===== src/rtl/synthetic2_flow_sequencer.sv =====
// Timed valve/device sequencer for the Planar_Synthetic_2 fluidic chain (transfer, optional temp wait, dwell per stage).
// Optional macro SYN2_SEQ_PAUSE_EN adds a pause input that freezes all timers and closes valves.
module synthetic2_flow_sequencer #(
   parameter int CNT_W         = 16,
   parameter int XFER_CYCLES   = 100,
   parameter int MIX_CYCLES    = 1000,
   parameter int HEAT_CYCLES   = 2000,
   parameter int FILTER_CYCLES = 500,
   parameter int TEMP_TIMEOUT  = 4000
) (
   input  logic        clk,
   input  logic        rst,
   input  logic        start,
   input  logic        abort,
   input  logic        clr_err,
`ifdef SYN2_SEQ_PAUSE_EN
   input  logic        pause,
`endif
   input  logic [3:0]  heat_ready,
   output logic [10:0] valve_en,
   output logic [3:0]  mixer_en,
   output logic [3:0]  heater_en,
   output logic [1:0]  filter_en,
   output logic [3:0]  stage,
   output logic        busy,
   output logic        done,
   output logic        err,
   output logic [1:0]  err_code
);
   // state     | meaning
   // IDLE      | waiting for start, stage parked at 0
   // XFER      | inlet valve of current stage open for XFER_CYCLES
   // WAIT_TEMP | heater on, waiting for heat_ready (bounded by TEMP_TIMEOUT)
   // DWELL     | stage device enabled for its dwell time
   // DONE      | one-cycle completion pulse
   // ERROR     | everything off, err_code held until clr_err

   typedef enum logic [2:0] {S_IDLE, S_XFER, S_WAIT_TEMP, S_DWELL, S_DONE, S_ERROR} state_t;
   typedef enum logic [1:0] {K_MIX, K_FILT, K_HEAT, K_OUT} kind_t;

   localparam logic [3:0]       LAST_STAGE  = 4'd10;
   localparam logic [1:0]       ERR_NONE    = 2'd0;
   localparam logic [1:0]       ERR_TIMEOUT = 2'd1;
   localparam logic [1:0]       ERR_ABORT   = 2'd2;
   localparam logic [CNT_W-1:0] XFER_LD     = CNT_W'(XFER_CYCLES - 1);
   localparam logic [CNT_W-1:0] MIX_LD      = CNT_W'(MIX_CYCLES - 1);
   localparam logic [CNT_W-1:0] HEAT_LD     = CNT_W'(HEAT_CYCLES - 1);
   localparam logic [CNT_W-1:0] FILT_LD     = CNT_W'(FILTER_CYCLES - 1);
   localparam logic [CNT_W-1:0] TEMP_LD     = CNT_W'(TEMP_TIMEOUT - 1);
   localparam longint           CNT_SPAN    = longint'(1) << CNT_W;

   if (XFER_CYCLES < 1 || MIX_CYCLES < 1 || HEAT_CYCLES < 1 ||
       FILTER_CYCLES < 1 || TEMP_TIMEOUT < 1) begin : g_bad_cycles
      $error("synthetic2_flow_sequencer: every *_CYCLES and TEMP_TIMEOUT must be >= 1");
   end
   if (longint'(XFER_CYCLES) > CNT_SPAN || longint'(MIX_CYCLES) > CNT_SPAN ||
       longint'(HEAT_CYCLES) > CNT_SPAN || longint'(FILTER_CYCLES) > CNT_SPAN ||
       longint'(TEMP_TIMEOUT) > CNT_SPAN) begin : g_bad_width
      $error("synthetic2_flow_sequencer: a cycle count does not fit in CNT_W bits");
   end

   function automatic kind_t stage_kind(input logic [3:0] s);
      case (s)
         4'd0, 4'd2, 4'd5, 4'd8: stage_kind = K_MIX;
         4'd1, 4'd6:             stage_kind = K_FILT;
         4'd3, 4'd4, 4'd7, 4'd9: stage_kind = K_HEAT;
         default:                stage_kind = K_OUT;
      endcase
   endfunction

   // Device index within its own enable bus (heaters are not in flow order).
   function automatic logic [1:0] dev_idx(input logic [3:0] s);
      case (s)
         4'd0, 4'd1, 4'd3: dev_idx = 2'd0;
         4'd2, 4'd6, 4'd7: dev_idx = 2'd1;
         4'd4, 4'd5:       dev_idx = 2'd2;
         default:          dev_idx = 2'd3;
      endcase
   endfunction

   state_t           state, state_n;
   logic [3:0]       stage_n;
   logic [CNT_W-1:0] cnt, cnt_n, dwell_ld;
   logic [1:0]       err_code_n;
   logic             frozen;
   logic [1:0]       cur_idx, nxt_idx;
   kind_t            cur_kind;
   logic [10:0]      valve_n;
   logic [3:0]       mixer_n, heater_n;
   logic [1:0]       filter_n;

`ifdef SYN2_SEQ_PAUSE_EN
   assign frozen = pause;
`else
   assign frozen = 1'b0;
`endif

   assign cur_kind = stage_kind(stage);
   assign cur_idx  = dev_idx(stage);
   assign nxt_idx  = dev_idx(stage_n);

   always_comb begin
      case (cur_kind)
         K_MIX:   dwell_ld = MIX_LD;
         K_FILT:  dwell_ld = FILT_LD;
         default: dwell_ld = HEAT_LD;
      endcase
   end

   always_comb begin
      state_n    = state;
      stage_n    = stage;
      cnt_n      = cnt;
      err_code_n = err_code;
      case (state)
         S_IDLE: begin
            stage_n = '0;
            if (start) begin
               state_n = S_XFER;
               cnt_n   = XFER_LD;
            end
         end
         S_XFER: begin
            if (abort) begin
               state_n    = S_ERROR;
               err_code_n = ERR_ABORT;
            end else if (!frozen) begin
               if (cnt != '0) begin
                  cnt_n = cnt - CNT_W'(1);
               end else if (stage == LAST_STAGE) begin
                  state_n = S_DONE;
               end else if (cur_kind == K_HEAT) begin
                  state_n = S_WAIT_TEMP;
                  cnt_n   = TEMP_LD;
               end else begin
                  state_n = S_DWELL;
                  cnt_n   = dwell_ld;
               end
            end
         end
         S_WAIT_TEMP: begin
            if (abort) begin
               state_n    = S_ERROR;
               err_code_n = ERR_ABORT;
            end else if (heat_ready[cur_idx]) begin
               state_n = S_DWELL;
               cnt_n   = HEAT_LD;
            end else if (!frozen) begin
               if (cnt == '0) begin
                  state_n    = S_ERROR;
                  err_code_n = ERR_TIMEOUT;
               end else begin
                  cnt_n = cnt - CNT_W'(1);
               end
            end
         end
         S_DWELL: begin
            if (abort) begin
               state_n    = S_ERROR;
               err_code_n = ERR_ABORT;
            end else if (!frozen) begin
               if (cnt == '0) begin
                  state_n = S_XFER;
                  stage_n = stage + 4'd1;
                  cnt_n   = XFER_LD;
               end else begin
                  cnt_n = cnt - CNT_W'(1);
               end
            end
         end
         S_DONE: begin
            state_n = S_IDLE;
            stage_n = '0;
         end
         S_ERROR: begin
            if (clr_err) begin
               state_n    = S_IDLE;
               stage_n    = '0;
               err_code_n = ERR_NONE;
            end
         end
         default: begin
            state_n = S_IDLE;
            stage_n = '0;
         end
      endcase
   end

   // Enables are decoded from the next state so the registered outputs line up with the state register.
   always_comb begin
      valve_n  = '0;
      mixer_n  = '0;
      heater_n = '0;
      filter_n = '0;
      case (state_n)
         S_XFER:      if (!frozen) valve_n = 11'(1) << stage_n;
         S_WAIT_TEMP: heater_n[nxt_idx] = 1'b1;
         S_DWELL: begin
            case (stage_kind(stage_n))
               K_MIX:   mixer_n[nxt_idx]     = 1'b1;
               K_FILT:  filter_n[nxt_idx[0]] = 1'b1;
               K_HEAT:  heater_n[nxt_idx]    = 1'b1;
               default: ;
            endcase
         end
         default: ;
      endcase
   end

   always_ff @(posedge clk or posedge rst) begin
      if (rst) begin
         state     <= S_IDLE;
         stage     <= '0;
         cnt       <= '0;
         err_code  <= '0;
         valve_en  <= '0;
         mixer_en  <= '0;
         heater_en <= '0;
         filter_en <= '0;
         busy      <= 1'b0;
         done      <= 1'b0;
         err       <= 1'b0;
      end else begin
         state     <= state_n;
         stage     <= stage_n;
         cnt       <= cnt_n;
         err_code  <= err_code_n;
         valve_en  <= valve_n;
         mixer_en  <= mixer_n;
         heater_en <= heater_n;
         filter_en <= filter_n;
         busy      <= (state_n == S_XFER) || (state_n == S_WAIT_TEMP) || (state_n == S_DWELL);
         done      <= (state_n == S_DONE);
         err       <= (state_n == S_ERROR);
      end
   end
endmodule


===== config.mk =====
export PLATFORM = sky130hd
export DESIGN_NAME = synthetic2_flow_sequencer
export DESIGN_NICKNAME = d
export VERILOG_FILES = /design/src/rtl/synthetic2_flow_sequencer.sv
export SDC_FILE = /design/constraint.sdc
export NUM_CORES = 1
export LEC_CHECK = 0
export BUFFER_PORTS_ARGS = -buffer_cell sky130_fd_sc_hd__buf_4
export CORE_MARGIN = 2
export CORE_UTILIZATION = 45
export CTS_BUF_LIST = sky130_fd_sc_hd__clkbuf_16
export CTS_CLUSTER_DIAMETER = 40
export DETAILED_ROUTE_END_ITERATION = 16
export GPL_TIMING_DRIVEN = 0
export PLACE_DENSITY = 0.63
export SLEW_MARGIN = 40
export SYNTH_ARGS = -nofsm -noshare
export SYNTH_HDL_FRONTEND = slang
export SYNTH_SLANG_ARGS = --single-unit

===== constraint.sdc =====
create_clock -name clk -period 5.3 [get_ports clk]
set_clock_uncertainty 0.2 [all_clocks]
set_input_delay 0.53 -clock clk [delete_from_list [all_inputs] [get_ports clk]]
set_output_delay 0.53 -clock clk [all_outputs]
set_load 0.02 [all_outputs]

==> impl_metrics.tcl <==
set metrics [dict create \
    yosysUniqueCellTypes 60 \
    grt_max_degree 29 \
    place_congestion 0.896 \
    grt_pass1_vias 2475 \
    critical_path.cell_chain "inv_1 -> ha_1 -> mux2i_1 -> a22oi_1 -> a21boi_0 -> o21ai_0 -> nand2_1 -> inv_1 -> buf_2 -> o21ai_0 -> a22o_1" \
    gr-usage-all-layers_pct 21.5 \
    synth-main-ff-cell "dfrtp_1" \
    die_y_um 85.7 \
    num_antenna_cells 0 \
    peakVddDrop_v 0.000171 \
    seqPwrFrac_pct 36.0 \
    io_pins 39 \
    fin_cells 455 \
    crit_slowest_cell "dfrtp_1" \
    std_cell_rows 29 \
    initial_core_util_pct 47.0 \
    report.final.slew_viol_count 0 \
    start_kind "flop" \
    syn_nets 356 \
    netlist_area_sq_um 3000 \
    synth_most_common_cell "dfrtp_1" \
    dr.first_iter.drc_count 287 \
    cts_resized 0 \
    holdCritPathClass "primary input to asynchronous set/reset pin" \
    port_buffers 37 \
    synth_area_leaders "dfrtp_1 (41%), ha_1 (6.3%), o21ai_0 (4.5%), a21oi_1 (3.7%), nor2_1 (3.5%)" \
    p_int_uw 759 \
    path_clk_slew_ns 0.07 \
    overflow 0 \
    cp_num_buf_inv 3 \
    hold_buffers 0 \
    netlist_instances 332 \
    fillCellCount 594 \
    r2r-start "stage[0]" \
    root_buffer "clkbuf_16" \
    htree_levels 2 \
    p_per_area_nw_per_um2 356 \
    violations "hold timing" \
    routed_wirelength_um 7490 \
    required_ns 5.28 \
    detail_route.vias_per_cell 5.93 \
    core_area_sq_um 6390 \
    total_leakage_power_nw 1.68 \
    power_frac_comb_pct 37.9 \
    cts.path.max_buffers 2 \
    clock-sinks 49 \
    timing.rr.end "cnt[3]" \
    status "complete, but fails checks" \
    postRouteAntennaNets 0 \
    register_area_sq_um 1230 \
    p_sw_uw 504 \
    tns_ns 0 \
    dp_slack_ns 1.66 \
    avgRoutedWirePerCell_um 16.5 \
    synth_edf_count 0 \
    critPathTopFamily "compound AO/OA/AOI/OAI gates" \
    power.share.clock_pct 26.1 \
    synth_common_cells "dfrtp_1 (49), nor2_1 (28), nand2_1 (27), o21ai_0 (27), a21oi_1 (22)" \
    fp.dieW_um 85.7 \
    final_nets 401 \
    fmax_mhz 291 \
    multi_input_area_sq_um 1620 \
    cts_tree "done" \
    setup_slack_ns 1.87 \
    syn_to_final_growth_pct 18.2 \
    crit_arrival_ns 3.42 \
    crit_fanout 10 \
    antenna_found_initial 0 \
    fin_crit_sh_pct 64.8 \
    max_stage_delay_ns 0.47 \
    avgSynthCellArea_sq_um 9.04 \
    rsz0062_at_grt "false" \
    cts_buffers 5 \
    relSlewSlack_pct 47.0 \
    post_cts_buffers 0 \
    synth_top_area_share_pct 40.8 \
    timing_hold_violations_final 13 \
    critPathCaptureType "flop" \
    layout-drive-gt1-share_pct 18.5 \
    cap_violations 0 \
    worst-slew-pin-transition_ns 0.788 \
    setup_viol 0 \
    swShare_pct 39.9 \
    dp_hpwl_um 5420 \
    holdWs_ns -0.00872 \
    drc 0 \
    crit_type "flop to flop" \
    clk_latency_ns 0.30 \
    synth-seq-cells 49 \
    seq_area_frac_synth_pct 40.8 \
    yosys_warnings 0 \
    drt_pass1_iterations 5 \
    synth-async-reset-ratio_pct 100 \
    yosysTopAreaCell "dfrtp_1" \
    r2r_slack_ns 1.87 \
    dpl.cell_count 447 \
    min_period_ns 3.43 \
    post-route-util_pct 55.6 \
    grt_pass1_wl_um 12600 \
    reg2reg_depth 11 \
    via_count 2696 \
    die-area_sq_um 7340 \
]
per-stage QoR:
| stage | power [mW] | instance area, sq um |
|---|---|---|
| floorplan | 0.790 | 3000 |
| global placement | 0.920 | 3380 |
| detailed placement | 0.927 | 3400 |
| CTS | 1.26 | 3550 |
| global route | 1.34 | 3550 |
| finish | 1.26 | 3550 |
placed cells by master (no fill, tap or decap), types with 3 or more instances in the layout:
cell type	count
buf_2	5
nor2b_1	6
nand2_1	27
and3_1	12
a21oi_1	22
inv_1	20
and4_1	3
nand3_1	10
nand3b_1	3
nor2_1	28
a22o_1	3
mux2_2	3
mux2i_1	5
o31ai_1	4
buf_4	38
ha_1	15
nor4_1	3
and2_1	5
nor3b_1	3
nand2b_1	3
a31oi_1	6
a22oi_1	3
clkbuf_1	8
nor3_1	7
o21ai_0	27
o22ai_1	3
dfrtp_1	49
o21a_1	3
clkbuf_16	5
cell families after synthesis:
group | Yosys count | synth area share, %
buf+inv | 37 | 5.21
fa+ha+maj | 15 | 6.25
xor+xnor | 3 | 0.875
flops | 49 | 40.8
compound gates | 93 | 19.9
simple gates | 127 | 24.2
mux | 8 | 2.79
area by class of cell:
cell class                      instances  area share [%]
Clock buffer                            5            3.52
Inverter                               21            2.29
Timing Repair Buffer                   38            8.39
Buffer                                 16            2.19
Sequential cell                        49            34.5
Multi-Input combinational cell        246            45.6
Clock inverter                          3           0.705
Tap cell                               77            2.71
routing by layer:
metal	part of all wire, %	track usage, %	up-vias
met1	52	34.6	1293
met4	0.93	5.77	0
met2	42	29.7	103
met3	5.6	3.46	6
li1	-	-	1294
met5	0	0	-
how the worst max path moves through the flow:
stage / start / to / slack, ns / depth (start not counted)
2_1_floorplan: abort / heater_en[0] / 2.31 / 11
3_3_place_gp: abort / heater_en[0] / 1.64 / 11
3_5_place_dp: abort / heater_en[0] / 1.66 / 11
4_1_cts: cnt[0] / heater_en[0] / 1.69 / 12
5_1_grt: stage[0] / cnt[3] / 1.56 / 11
6_report: stage[0] / cnt[3] / 1.87 / 11
power groups by stage:
stage	combinational [mW]	clock, mW	sequential (mW)
3_5_place_dp	0.466	0	0.461
5_1_grt	0.534	0.347	0.459
6_report	0.479	0.329	0.455
3_3_place_gp	0.460	0	0.460
4_1_cts	0.468	0.333	0.454
2_1_floorplan	0.311	0	0.479
state kept, by name, summed over array words and instances (netlist names), 2 cells and up:
register   flops
valve_en      11
stage          4
filter_en      2
state          3
cnt           16
err_code       2
mixer_en       4
heater_en      4
(Power assumes the default switching activity.)
